--- src/rtl/card_select_ctrl_pkg.sv ---
// Shared constants, FSM encoding and slot indexing for the card selection controller.
package card_select_ctrl_pkg;

    localparam int COLS   = 18;
    localparam int ROWS   = 8;
    localparam int SLOTS  = COLS * ROWS;
    localparam int CARD_W = 6;
    localparam int X_W    = 5;
    localparam int Y_W    = 3;
    localparam int IDX_W  = 8;

    localparam logic [CARD_W-1:0] EMPTY_CARD = '0;

    typedef enum logic [1:0] {
        ST_IDLE   = 2'd0,
        ST_CLEAR  = 2'd1,
        ST_COMMIT = 2'd2
    } state_t;

    function automatic logic [IDX_W-1:0] slot_idx(input logic [X_W-1:0] x,
                                                  input logic [Y_W-1:0] y);
        return IDX_W'(x) + IDX_W'(y) * IDX_W'(COLS);
    endfunction

endpackage

--- src/rtl/card_select_ctrl_cursor_axis.sv ---
// Wrap-around up/down counter for one cursor axis; inc and dec together hold the value.
module cursor_axis
    import card_select_ctrl_pkg::*;
#(
    parameter int LIMIT = 17,
    parameter int W     = $clog2(LIMIT + 1)
) (
    input  logic         clk,
    input  logic         rst,
    input  logic         en,
    input  logic         inc,
    input  logic         dec,
    output logic [W-1:0] value
);

    always_ff @(posedge clk or negedge rst) begin
        if (!rst) begin
            value <= '0;
        end else if (en && (inc ^ dec)) begin
            if (inc) begin
                value <= (value == W'(LIMIT)) ? '0 : value + W'(1);
            end else begin
                value <= (value == '0) ? W'(LIMIT) : value - W'(1);
            end
        end
    end

endmodule

--- src/rtl/card_select_ctrl.sv ---
// Cursor/selection controller with row-wise clear sweep and commit handshake.
// Optional: CARD_SEL_SKIP_EMPTY_EN blocks setting the selection on empty (type 0) slots.
module card_select_ctrl
    import card_select_ctrl_pkg::*;
#(
    parameter int COLS   = card_select_ctrl_pkg::COLS,
    parameter int ROWS   = card_select_ctrl_pkg::ROWS,
    parameter int CARD_W = card_select_ctrl_pkg::CARD_W
) (
    input  logic                        clk,
    input  logic                        rst,
    input  logic [COLS*ROWS*CARD_W-1:0] map,
    input  logic                        mv_up,
    input  logic                        mv_down,
    input  logic                        mv_left,
    input  logic                        mv_right,
    input  logic                        toggle,
    input  logic                        clear_all,
    input  logic                        commit_req,
    input  logic                        commit_ack,
    output logic [COLS*ROWS-1:0]        sel_card,
    output logic [4:0]                  cursor_x,
    output logic [2:0]                  cursor_y,
    output logic [7:0]                  sel_count,
    output logic                        commit_valid,
    output logic                        busy
);

    localparam int ROW_W = $clog2(ROWS);

    state_t                state_q, state_d;
    logic [ROW_W-1:0]      row_q, row_d;
    logic [COLS*ROWS-1:0]  sel_d;
    logic [7:0]            count_d;
    logic [IDX_W-1:0]      cur_idx;
    logic                  cur_bit;
    logic                  set_allowed;
    logic                  tog_ok;
    logic                  move_en;

    assign move_en = (state_q == ST_IDLE);

    cursor_axis #(.LIMIT(COLS - 1)) u_axis_x (
        .clk   (clk),
        .rst   (rst),
        .en    (move_en),
        .inc   (mv_right),
        .dec   (mv_left),
        .value (cursor_x)
    );

    // Row 0 is the top, so "down" counts up.
    cursor_axis #(.LIMIT(ROWS - 1)) u_axis_y (
        .clk   (clk),
        .rst   (rst),
        .en    (move_en),
        .inc   (mv_down),
        .dec   (mv_up),
        .value (cursor_y)
    );

    assign cur_idx = slot_idx(cursor_x, cursor_y);
    assign cur_bit = sel_card[cur_idx];

`ifdef CARD_SEL_SKIP_EMPTY_EN
    logic [CARD_W-1:0] cur_type;
    assign cur_type    = map[int'(cur_idx)*CARD_W +: CARD_W];
    assign set_allowed = (cur_type != EMPTY_CARD);
`else
    logic unused_map;
    assign unused_map  = ^map;
    assign set_allowed = 1'b1;
`endif

    // Clearing a bit is always allowed; only setting can be blocked.
    assign tog_ok = toggle && !clear_all && !commit_req && (cur_bit || set_allowed);

    always_comb begin
        state_d = state_q;
        row_d   = row_q;
        sel_d   = sel_card;
        count_d = sel_count;
        case (state_q)
            ST_IDLE: begin
                if (tog_ok) begin
                    sel_d[cur_idx] = ~cur_bit;
                    count_d        = cur_bit ? sel_count - 8'd1 : sel_count + 8'd1;
                end
                if (clear_all) begin
                    state_d = ST_CLEAR;
                    row_d   = '0;
                end else if (commit_req) begin
                    state_d = ST_COMMIT;
                end
            end
            ST_CLEAR: begin
                sel_d[int'(row_q)*COLS +: COLS] = '0;
                if (row_q == ROW_W'(ROWS - 1)) begin
                    state_d = ST_IDLE;
                    row_d   = '0;
                    count_d = '0;
                end else begin
                    row_d = row_q + ROW_W'(1);
                end
            end
            ST_COMMIT: begin
                if (commit_ack) begin
                    state_d = ST_IDLE;
                end
            end
            default: begin
                state_d = ST_IDLE;
            end
        endcase
    end

    always_ff @(posedge clk or negedge rst) begin
        if (!rst) begin
            state_q      <= ST_IDLE;
            row_q        <= '0;
            sel_card     <= '0;
            sel_count    <= '0;
            commit_valid <= 1'b0;
            busy         <= 1'b0;
        end else begin
            state_q      <= state_d;
            row_q        <= row_d;
            sel_card     <= sel_d;
            sel_count    <= count_d;
            commit_valid <= (state_d == ST_COMMIT);
            busy         <= (state_d != ST_IDLE);
        end
    end

endmodule
--- config.mk ---
export PLATFORM = sky130hd
export DESIGN_NAME = card_select_ctrl
export DESIGN_NICKNAME = d
export VERILOG_FILES = /design/src/rtl/card_select_ctrl_pkg.sv /design/src/rtl/card_select_ctrl_cursor_axis.sv /design/src/rtl/card_select_ctrl.sv
export SDC_FILE = /design/constraint.sdc
export NUM_CORES = 1
export LEC_CHECK = 0
export ABC_CLOCK_PERIOD_IN_PS = 12500
export CAP_MARGIN = 10
export CORE_AREA = 2 2 401 403
export DETAILED_ROUTE_END_ITERATION = 8
export DIE_AREA = 0 0 403 405
export PLACE_DENSITY_LB_ADDON = 0.2
export SLEW_MARGIN = 20
export SYNTH_ARGS = -nofsm -noshare
export SYNTH_HDL_FRONTEND = slang
export SYNTH_HIERARCHICAL = 1
export SYNTH_SLANG_ARGS = --single-unit
--- constraint.sdc ---
create_clock -name clk -period 12.5 [get_ports clk]
set_input_delay 2.5 -clock clk [delete_from_list [all_inputs] [get_ports clk]]
set_output_delay 2.5 -clock clk [all_outputs]
set_load 0.03 [all_outputs]
# ---- Word level (Yosys, flattened, before mapping)
# Index checks and enable logic that the tools add are counted.
dict set report totals {
  regBits 167
  inputBits 874
  output_inout_bits 162
  elab_cells 76
}
dict set report op_classes {
  add_sub_neg 9
  mul 2
  magnitude_cmp 2
  n_eq_ne 9
  shifts 2
  muxes 26
  bitwise_logic 3
  n_reduce_logical 15
}
# op n
set op_table {}
lappend op_table {{144-bit bitwise mux} 2}
lappend op_table {{144-bit one-hot mux with 2 select lines} 1}
lappend op_table {{144-bit 2-to-1 mux} 1}
lappend op_table {{18-bit by 33-bit variable shift with 144-bit output (first input constant)} 1}
lappend op_table {{18-bit by 33-bit variable part select with 144-bit output (first input constant)} 1}
lappend op_table {{8-bit negation with 33-bit output} 1}
lappend op_table {{8-bit 2-to-1 mux} 3}
lappend op_table {{8-bit one-hot mux with 2 select lines} 1}
lappend op_table {{3-bit 2-to-1 mux} 5}
lappend op_table {{5-bit 2-to-1 mux} 3}
lappend op_table {{3-bit by 4-bit multiplier with 7-bit output (second input constant)} 2}
lappend op_table {{8-bit by 9-bit less-than comparator with 1-bit output (second input constant)} 1}
lappend op_table {{5-bit by 8-bit adder with 8-bit output} 1}
lappend op_table {{8-bit by 1-bit adder with 8-bit output (second input constant)} 1}
lappend op_table {{1-bit binary-select mux with 8-bit select} 1}
lappend op_table {{1-bit demux with 8-bit select} 1}
lappend op_table {{8-bit by 1-bit greater-or-equal comparator with 1-bit output (second input constant)} 1}
lappend op_table {{2-bit 2-to-1 mux} 4}
lappend op_table {{8-bit by 1-bit subtractor with 8-bit output (second input constant)} 1}
lappend op_table {{3-bit by 1-bit adder with 3-bit output (second input constant)} 2}
lappend op_table {{3-bit equality test (second input constant)} 2}
lappend op_table {{2-bit inequality test (second input constant)} 3}
lappend op_table {{2-bit one-hot mux with 3 select lines} 1}
lappend op_table {{3-bit one-hot mux with 2 select lines} 1}
lappend op_table {{other kinds (17)} 27}

# ---- Depth between registers and ports, before layout
# Gate-level depths: netlist (run 1).
dict set report depth {
  ltp_word 9
  ltp_mapped 21
  ltp_nobuf 17
}

# ---- Cells and area by module
# Netlist (run 1), hierarchy kept.
# module n_inst cells_each area_per_inst_um2 seq_area_each_um2
set modules_own_cells {}
lappend modules_own_cells {card_select_ctrl 1 1103 9808.2 3978.8}
lappend modules_own_cells {{cursor_axis at u_axis_x} 1 53 476.7 125.1}
lappend modules_own_cells {{cursor_axis at u_axis_y} 1 33 281.5 75.1}

# ---- Worst setup path after synthesis (run 1)
# No wires, ideal clock.
dict set report synth_path {
  path_type {register to register}
  startpoint {reg u_axis_y.value[0]}
  endpoint {reg sel_count[7]}
  setup_ps 87
  arrival_time_ps 4704
  required_ps 12413
  setup_slack_ps 7710
  stages_incl_launch_ff 22
  path_buffers 4
  synth_period_minus_slack_ps 4790
  path_cell_list {dfrtp_1 -> ha_1 -> fa_1 -> xor2_1 -> buf_2 -> buf_2 -> nand2_1 -> nand3_1 -> nand3_1 -> o221a_2 -> nand3_1 -> clkbuf_1 -> buf_2 -> ha_1 -> a21o_1 -> a21oi_1 -> nor2b_1 -> o21ai_0 -> a21oi_1 -> and4_1 -> or2_1 -> o211ai_1}
}
dict set report synth_between {
  elab_chain_cells 7
}
# item line
set synth_rtl {}
lappend synth_rtl {{start: declaration} card_select_ctrl_cursor_axis.sv:13} ;# output logic [W-1:0] value
lappend synth_rtl {{start signal: assignment} card_select_ctrl_cursor_axis.sv:21} ;# value <= (value == W'(LIMIT)) ? '0 : value + W'(1);
lappend synth_rtl {{start signal: assignment} card_select_ctrl_cursor_axis.sv:23} ;# value <= (value == '0) ? W'(LIMIT) : value - W'(1);
lappend synth_rtl {{3-bit by 4-bit multiplier with 7-bit output} card_select_ctrl_pkg.sv:22} ;# return IDX_W'(x) + IDX_W'(y) * IDX_W'(COLS);
lappend synth_rtl {{5-bit by 8-bit adder with 8-bit output} card_select_ctrl_pkg.sv:22}
lappend synth_rtl {{1-bit binary-select mux with 8-bit select} card_select_ctrl.sv:63} ;# assign cur_bit = sel_card[cur_idx];
lappend synth_rtl {{1-bit 2-to-1 mux (implied by the code)} card_select_ctrl.sv:63}
lappend synth_rtl {{8-bit 2-to-1 mux} card_select_ctrl.sv:87} ;# count_d = cur_bit ? sel_count - 8'd1 : sel_count + 8'd1;
lappend synth_rtl {{8-bit 2-to-1 mux} card_select_ctrl.sv:85} ;# if (tog_ok) begin
lappend synth_rtl {{8-bit one-hot mux with 2 select lines} card_select_ctrl.sv:83} ;# case (state_q)
lappend synth_rtl {{end signal: assignment} card_select_ctrl.sv:129} ;# sel_count <= count_d;
lappend synth_rtl {{end: declaration} card_select_ctrl.sv:24} ;# output logic [7:0] sel_count,
# Every way passes these cells. The select of a mux whose other input is x is not followed.
# A chain may end at the register's enable or synchronous reset.

# ---- Final worst setup path (run 1)
# Ends and elaborated chain as after synthesis.

==> out/results.ini, run 1 <==
[run_status]
status=completed

[power]
leakagePower_nw=5.36
p_per_area_nw_per_um2=237
p_int_mw=1.55
p_seq_share_pct=20.0
sw_frac_of_total_pct=57.9
p_comb_share_pct=63.7
peakVddDrop_uv=109
clkPwrFrac_pct=16.4
p_switching_mw=2.13

[layout]
fin_util_pct=9.76
layout-drive-gt1-share_pct=11.3
area_delta_synth_final_pct=47.1
nets=2240

[clock_tree]
cts_made_buffers=17
ctsHoldBuffers=0
cts_max_level=4
cts_sinks=167
cts_tree=done
cts_resized=0
postCtsSetupBuffers=0
clock_path_buffers=2
root_buffer=clkbuf_16
insertion_delay_ps=490
path_clk_slew_ps=80

[placement]
io_buffers=171
hpwl_mm=57.8
gp_congestion=0.811
preCtsSetupSlack_ps=6710

[setup_path]
rr_worst_depth=19
worstPathMaxFanout=38
cp.required_ps=12910
cp-start-kind=flop
cp.arrival_ps=6140
crit_type=flop to flop
cp-end-kind=flop

[worst_hold_path]
min_path_type=flop to flop
whs_path_depth=1

[detailed_routing]
wirelength_mm=74.0
route.detailed.drc=0
num_vias=10772
post_drt_wl_per_cell_um=21.5
drtIter0Drc=855
antenna_left=0
first_pass_iters=4
viasPerCell=3.13

[synthesis]
synth_area_um2=10600
syn_avg_cell_area_um2=8.89
syn_nets=2092
async_flop_share_pct=100
synth_edf_count=0
synth_cell_types=70
synth_cells=1189
yosysWarnings=6
yosys_most_used_dff=dfrtp_1
ys_seq_area_share_pct=39.6
synth_seq_cells=167

[timing]
finalMaxSlewViolations=0
tns_ps=0
setup_ws_ps=6770
fin_crit_sh_pct=45.9
tightest_slew_ps=1100
finalSetupViolCount=0
relSlewSlack_pct=24.7
rsz0062_at_grt=false
skew_ps=16.3
fmax_mhz=174
hold_viol=0
timing.final.crit_period_ps=5730

[global_routing]
grt-ovfl-total=0
grt_pass1_wl_mm=99.9
antenna_found_initial=8
grt_max_degree=69
grt_util_all_layers_pct=8.92
grt_pass1_vias=10810

[floorplanning]
die_width_um=403
dieArea_um2=163000
core-area_um2=159000
die_h_um=405
rows=147
start_util_pct=6.63
pin_count=1036

[run]
max_cap_violations=0

==> cells in the mapped netlist (all sizes together) (6+ instances only) <==
library cell	instances	area [um2]
nand4	15	100
clkbuf	54	203
o21ai	234	1170
o31ai	34	265
dfrtp	167	4180
nor2	54	205
a21oi	133	666
a21o	8	60.1
inv	18	67.6
o2bb2ai	6	52.6
nand2	113	424
nor3	20	100
nor2b	11	71.3
xnor2	7	61.3
o211ai	26	195
buf	30	158
ha	27	338
a31oi	7	43.8
a211oi	8	72.6
or2	11	68.8
nand2b	16	100
mux4	38	856
nand3	65	325
mux2i	7	70.1
==> area by class of cell <==
| type | count | area, um2 |
|---|---|---|
| fillers | 18513 | 144000 |
| multi-input cells | 920 | 6030 |
| flip-flops and latches | 167 | 4180 |
| well taps | 2086 | 2610 |
| repair buffers | 213 | 2030 |
| clock buffers | 18 | 429 |
| clock inverters | 14 | 190 |
| inverters | 18 | 67.6 |
| diodes | 4 | 10.0 |
==> kinds of logic after synthesis <==
family	synth area share (%)
AND/OR/NAND/NOR	15.5
buffers and inverters	4.05
multiplexers	8.98
AO/OA/AOI/OAI	27.4
XOR/XNOR	0.995
adder cells (fa/ha/maj)	3.58
flip-flops	39.6
==> power by group through the flow <==
stage / logic [mW] / clock network [mW] / registers [mW]
2_1_floorplan: 1.26 / 0 / 0.762
3_3_place_gp: 2.37 / 0 / 0.751
3_5_place_dp: 2.36 / 0 / 0.750
4_1_cts: 2.37 / 0.620 / 0.740
5_1_grt: 2.52 / 0.642 / 0.750
6_report: 2.34 / 0.603 / 0.735
==> worst paths after layout <==
check / startpoint / end / slack [ps]
max in group asynchronous: rst / row_q[0] / 9230
hold reg to reg: sel_card[9] / sel_card[9] / 540
hold / removal: sel_card[9] / sel_card[9] / 540
min in group asynchronous: rst / sel_card[84] / 2040
setup / recovery: u_axis_y/value[0] / sel_count[7] / 6770
setup reg to reg: u_axis_y/value[0] / sel_count[7] / 6770
==> through the flow <==
step	cells	area, um2	power (mW)	hold WS, ps
CTS	3436	15500	3.73	547
global route	3436	15500	3.91	588
floorplan	1189	10600	2.02	499
detailed placement	3404	14900	3.11	516
global placement	3404	14900	3.13	534
finish	3440	15500	3.68	543
==> sequential cells by signal, indices dropped and copies added (netlist names) <==
| name | count |
|---|---|
| sel_card | 144 |
| sel_count | 8 |
| u_axis_x/value | 5 |
| row_q | 3 |
| u_axis_y/value | 3 |
| state_q | 2 |
| busy | 1 |
| commit_valid | 1 |
==> placed cells by master, fill, tap and decap left out, types with 14 or more instances in the layout <==
cell type,synthesis,routed
mux4_2,38,38
dfrtp_1,167,166
o211ai_1,26,26
ha_1,27,26
o31ai_1,32,32
nor3_1,20,18
nand4_1,14,14
o21ai_1,21,21
nor2_1,53,51
nand2b_1,16,16
nand3_1,65,65
a21oi_1,133,133
clkbuf_16,0,17
clkdlybuf4s50_1,0,170
nand2_1,113,113
o21ai_0,213,213
buf_4,4,42
inv_1,18,18
==> critical path, cell delays in order, from the launching register on <==
cell       delay, ps
dfrtp_1          510
ha_2             260
fa_1             520
a211oi_4         410
mux2i_1          150
o2bb2ai_1        830
o2bb2ai_1        240
a221oi_2          50
buf_4            220
nand3_1          100
buf_4            470
ha_1             340
a21o_1           150
a21oi_1          220
nor2b_1           70
o21ai_0          260
a21oi_1          170
and4_1           240
or2_1            210
o211ai_1         170
==> routing by layer <==
metal	vias up	global-route usage [%]	wire [um]
met4	4	1.91	1270
met5	-	0	28
met3	56	3.00	5510
met1	5586	11.6	33000
li1	4774	-	-
met2	352	14.2	34200
(Power assumes the default switching activity.)
==> run 2: changes to the inputs <==
ABC_CLOCK_PERIOD_IN_PS = 5400   (was 12500)
CORE_AREA = 2 2 402 404   (was 2 2 401 403)
DIE_AREA = 0 0 404 406   (was 0 0 403 405)
clock period = 5.4 ns   (was 12.5 ns; I/O delays follow)
==> run 2 against run 1 <==
Critical path depth did not move. Total power is 130% higher. Die area increased by 0.50%. Non-clock buffer count grew 21. First-iteration DRC count down 0.58%. Critical path type unchanged. Critical endpoint unchanged.
==> out/results.ini, run 2 (same netlist as run 1, synthesis figures left out) <==
[run_status]
status=completed  ; unchanged

[detailed_routing]
viasPerCell=3.12  ; was 3.13
first_pass_iters=5  ; was 4
drtIter0Drc=850  ; was 855
wirelength_mm=75.5  ; was 74.0 mm
antenna_left=0  ; unchanged
num_vias=10796  ; was 10,772
post_drt_wl_per_cell_um=21.8  ; was 21.5 um
route.detailed.drc=0  ; unchanged

[setup_path]
worstPathMaxFanout=14  ; was 38
critical-path-top-delay-family=compound AO/OA/AOI/OAI gates  ; unchanged
cpPeakStageDelay_ps=540  ; was 830 ps
cp.buffers_inverters=2  ; unchanged
cp-start-kind=flop  ; unchanged
crit_type=flop to flop  ; unchanged
cp.required_ps=5820  ; was 12,910 ps
cp.arrival_ps=5320  ; was 6140 ps
cp-end-kind=flop  ; unchanged
cpMaxStageDelayCell=xor2_2  ; was o2bb2ai_1
path_cells=ha_2, fa_1, xor2_2, buf_4, mux2i_1, mux2_2, o2bb2ai_1, a221oi_2, nand3_1, buf_4, ha_1, a21o_1, a21oi_1, nor2b_1, o21ai_0, a21oi_1, and4_1, or2_1, o211ai_1  ; was ha_2, fa_1, a211oi_4, mux2i_1, o2bb2ai_1, o2bb2ai_1, a221oi_2, buf_4, nand3_1, buf_4, ha_1, a21o_1, a21oi_1, nor2b_1, o21ai_0, a21oi_1, and4_1, or2_1, o211ai_1

[clock_tree]
cts_resized=0  ; unchanged
clock_path_buffers=2  ; unchanged
cts_tree=done  ; unchanged
insertion_delay_ps=500  ; was 490 ps
cts_max_level=4  ; unchanged
ctsHoldBuffers=0  ; unchanged
cts_made_buffers=17  ; unchanged
root_buffer=clkbuf_16  ; unchanged
cts_sinks=167  ; unchanged
postCtsSetupBuffers=0  ; unchanged
path_clk_slew_ps=80  ; about the same

[placement]
io_buffers=171  ; unchanged
placed_area_um2=15100  ; was 14,900 um2
hpwl_mm=59.5  ; was 57.8 mm
preCtsSetupSlack_ps=443  ; was 6710 ps
gp_congestion=0.823  ; was 0.811

[global_routing]
grt_max_degree=102  ; was 69
grt-ovfl-total=0  ; unchanged
antenna_found_initial=9  ; was 8
grt_util_all_layers_pct=9.10  ; was 8.92%
grt_pass1_vias=10803  ; was 10,810
grt_pass1_wl_mm=102  ; was 99.9 mm

[floorplanning]
die_h_um=406  ; was 405 um
core-area_um2=160000  ; was 159,000 um2
pin_count=1036  ; unchanged
dieArea_um2=164000  ; was 163,000 um2
start_util_pct=6.62  ; was 6.63%
die_width_um=404  ; was 403 um
rows=147  ; unchanged

[layout]
largest_reg_flops=144  ; unchanged
layout-drive-gt1-share_pct=12.3  ; was 11.3%
nets=2261  ; was 2,240
layout_commonest_cell=o21ai_0  ; unchanged
reg_top3=sel_card: 144 flops, sel_count: 8 flops, u_axis_x/value: 5 flops  ; unchanged
area_delta_synth_final_pct=48.4  ; was 47.1%
regMostFlops=sel_card  ; unchanged
final_area_um2=15700  ; was 15,500 um2
final_cell_mix=o21ai_0 (213), clkdlybuf4s50_1 (170), dfrtp_1 (166)  ; unchanged

[timing]
tns_ps=0  ; unchanged
tightest_slew_ps=1210  ; was 1100 ps
hold_viol=0  ; unchanged
fin_crit_sh_pct=90.7  ; was 45.9%
whs_ps=547  ; was 543 ps
finalSetupViolCount=0  ; unchanged
skew_ps=18.5  ; was 16.3 ps
setup_ws_ps=500  ; was 6770 ps
rsz0062_at_grt=false  ; unchanged
finalMaxSlewViolations=0  ; unchanged
relSlewSlack_pct=19.0  ; was 24.7%
timing.final.crit_period_ps=4900  ; was 5730 ps
fmax_mhz=204  ; was 174 MHz

[power]
peakVddDrop_uv=351  ; was 109 uV
p_per_area_nw_per_um2=551  ; was 237 nW/um2
power_mw=8.64  ; was 3.68 mW
leakagePower_nw=5.46  ; was 5.36 nW

[run]
max_cap_violations=0  ; unchanged

[worst_hold_path]
min_path_type=flop to flop  ; unchanged

run 2: cell count changes in the layout (fill, tap and decap cells not counted), sizes merged:
cell	before	now
buf	42	63
inv	23	27
bufinv	3	1
clkinv	5	4
clkinvlp	1	0
run 2: area by class of cell:
class | count | area [um2]
fill | 18551 | 144000
multi-input combinational | 920 | 6000
sequential | 167 | 4180
tap | 2086 | 2610
timing repair buffer | 234 | 2230
clock buffer | 18 | 429
clock inverter | 14 | 156
inverter | 18 | 67.6
antenna | 4 | 10.0
run 2: layer usage:
metal  vias up  part of all wire (%)  global-route usage [%]
met5         -                 0.021                       0
met4         4                   1.5                    1.75
met3        48                   6.1                    2.43
met2       353                    47                    14.8
met1      5569                    45                    12.1
li1       4822                     -                       -
run 2: worst paths after layout:
path / from / cells past startpoint / endpoint / slack [ps]
max in group asynchronous: rst / 2 / sel_card[22] / 3790
worst max register to register: u_axis_x/value[1] / 19 / sel_count[7] / 500
min in group asynchronous: rst / 1 / sel_card[85] / 570
worst min-delay path: sel_card[136] / 2 / sel_card[136] / 550
worst max-delay path: u_axis_x/value[1] / 19 / sel_count[7] / 500
worst min register to register: sel_card[136] / 2 / sel_card[136] / 550
run 2: metrics by stage:
| step | std cells | utilization (%) |
|---|---|---|
| floorplan | 1189 | - |
| global placement | 3425 | 9.45 |
| detailed placement | 3425 | 9.45 |
| CTS | 3457 | 9.82 |
| global route | 3457 | 9.82 |
| finish | 3461 | 9.82 |
run 2: report_power, final:
part	total, mW	internal, mW	switching (mW)
clock	1.31	0.656	0.652
sequential	1.63	1.38	0.244
combinational	5.70	1.60	4.11
total	8.64	3.64	5.00
run 2: worst min-delay path, cell delays in order (launching register included):
cell and delay [ps]:
dfrtp_1 380, nand2_1 50, o21ai_0 70
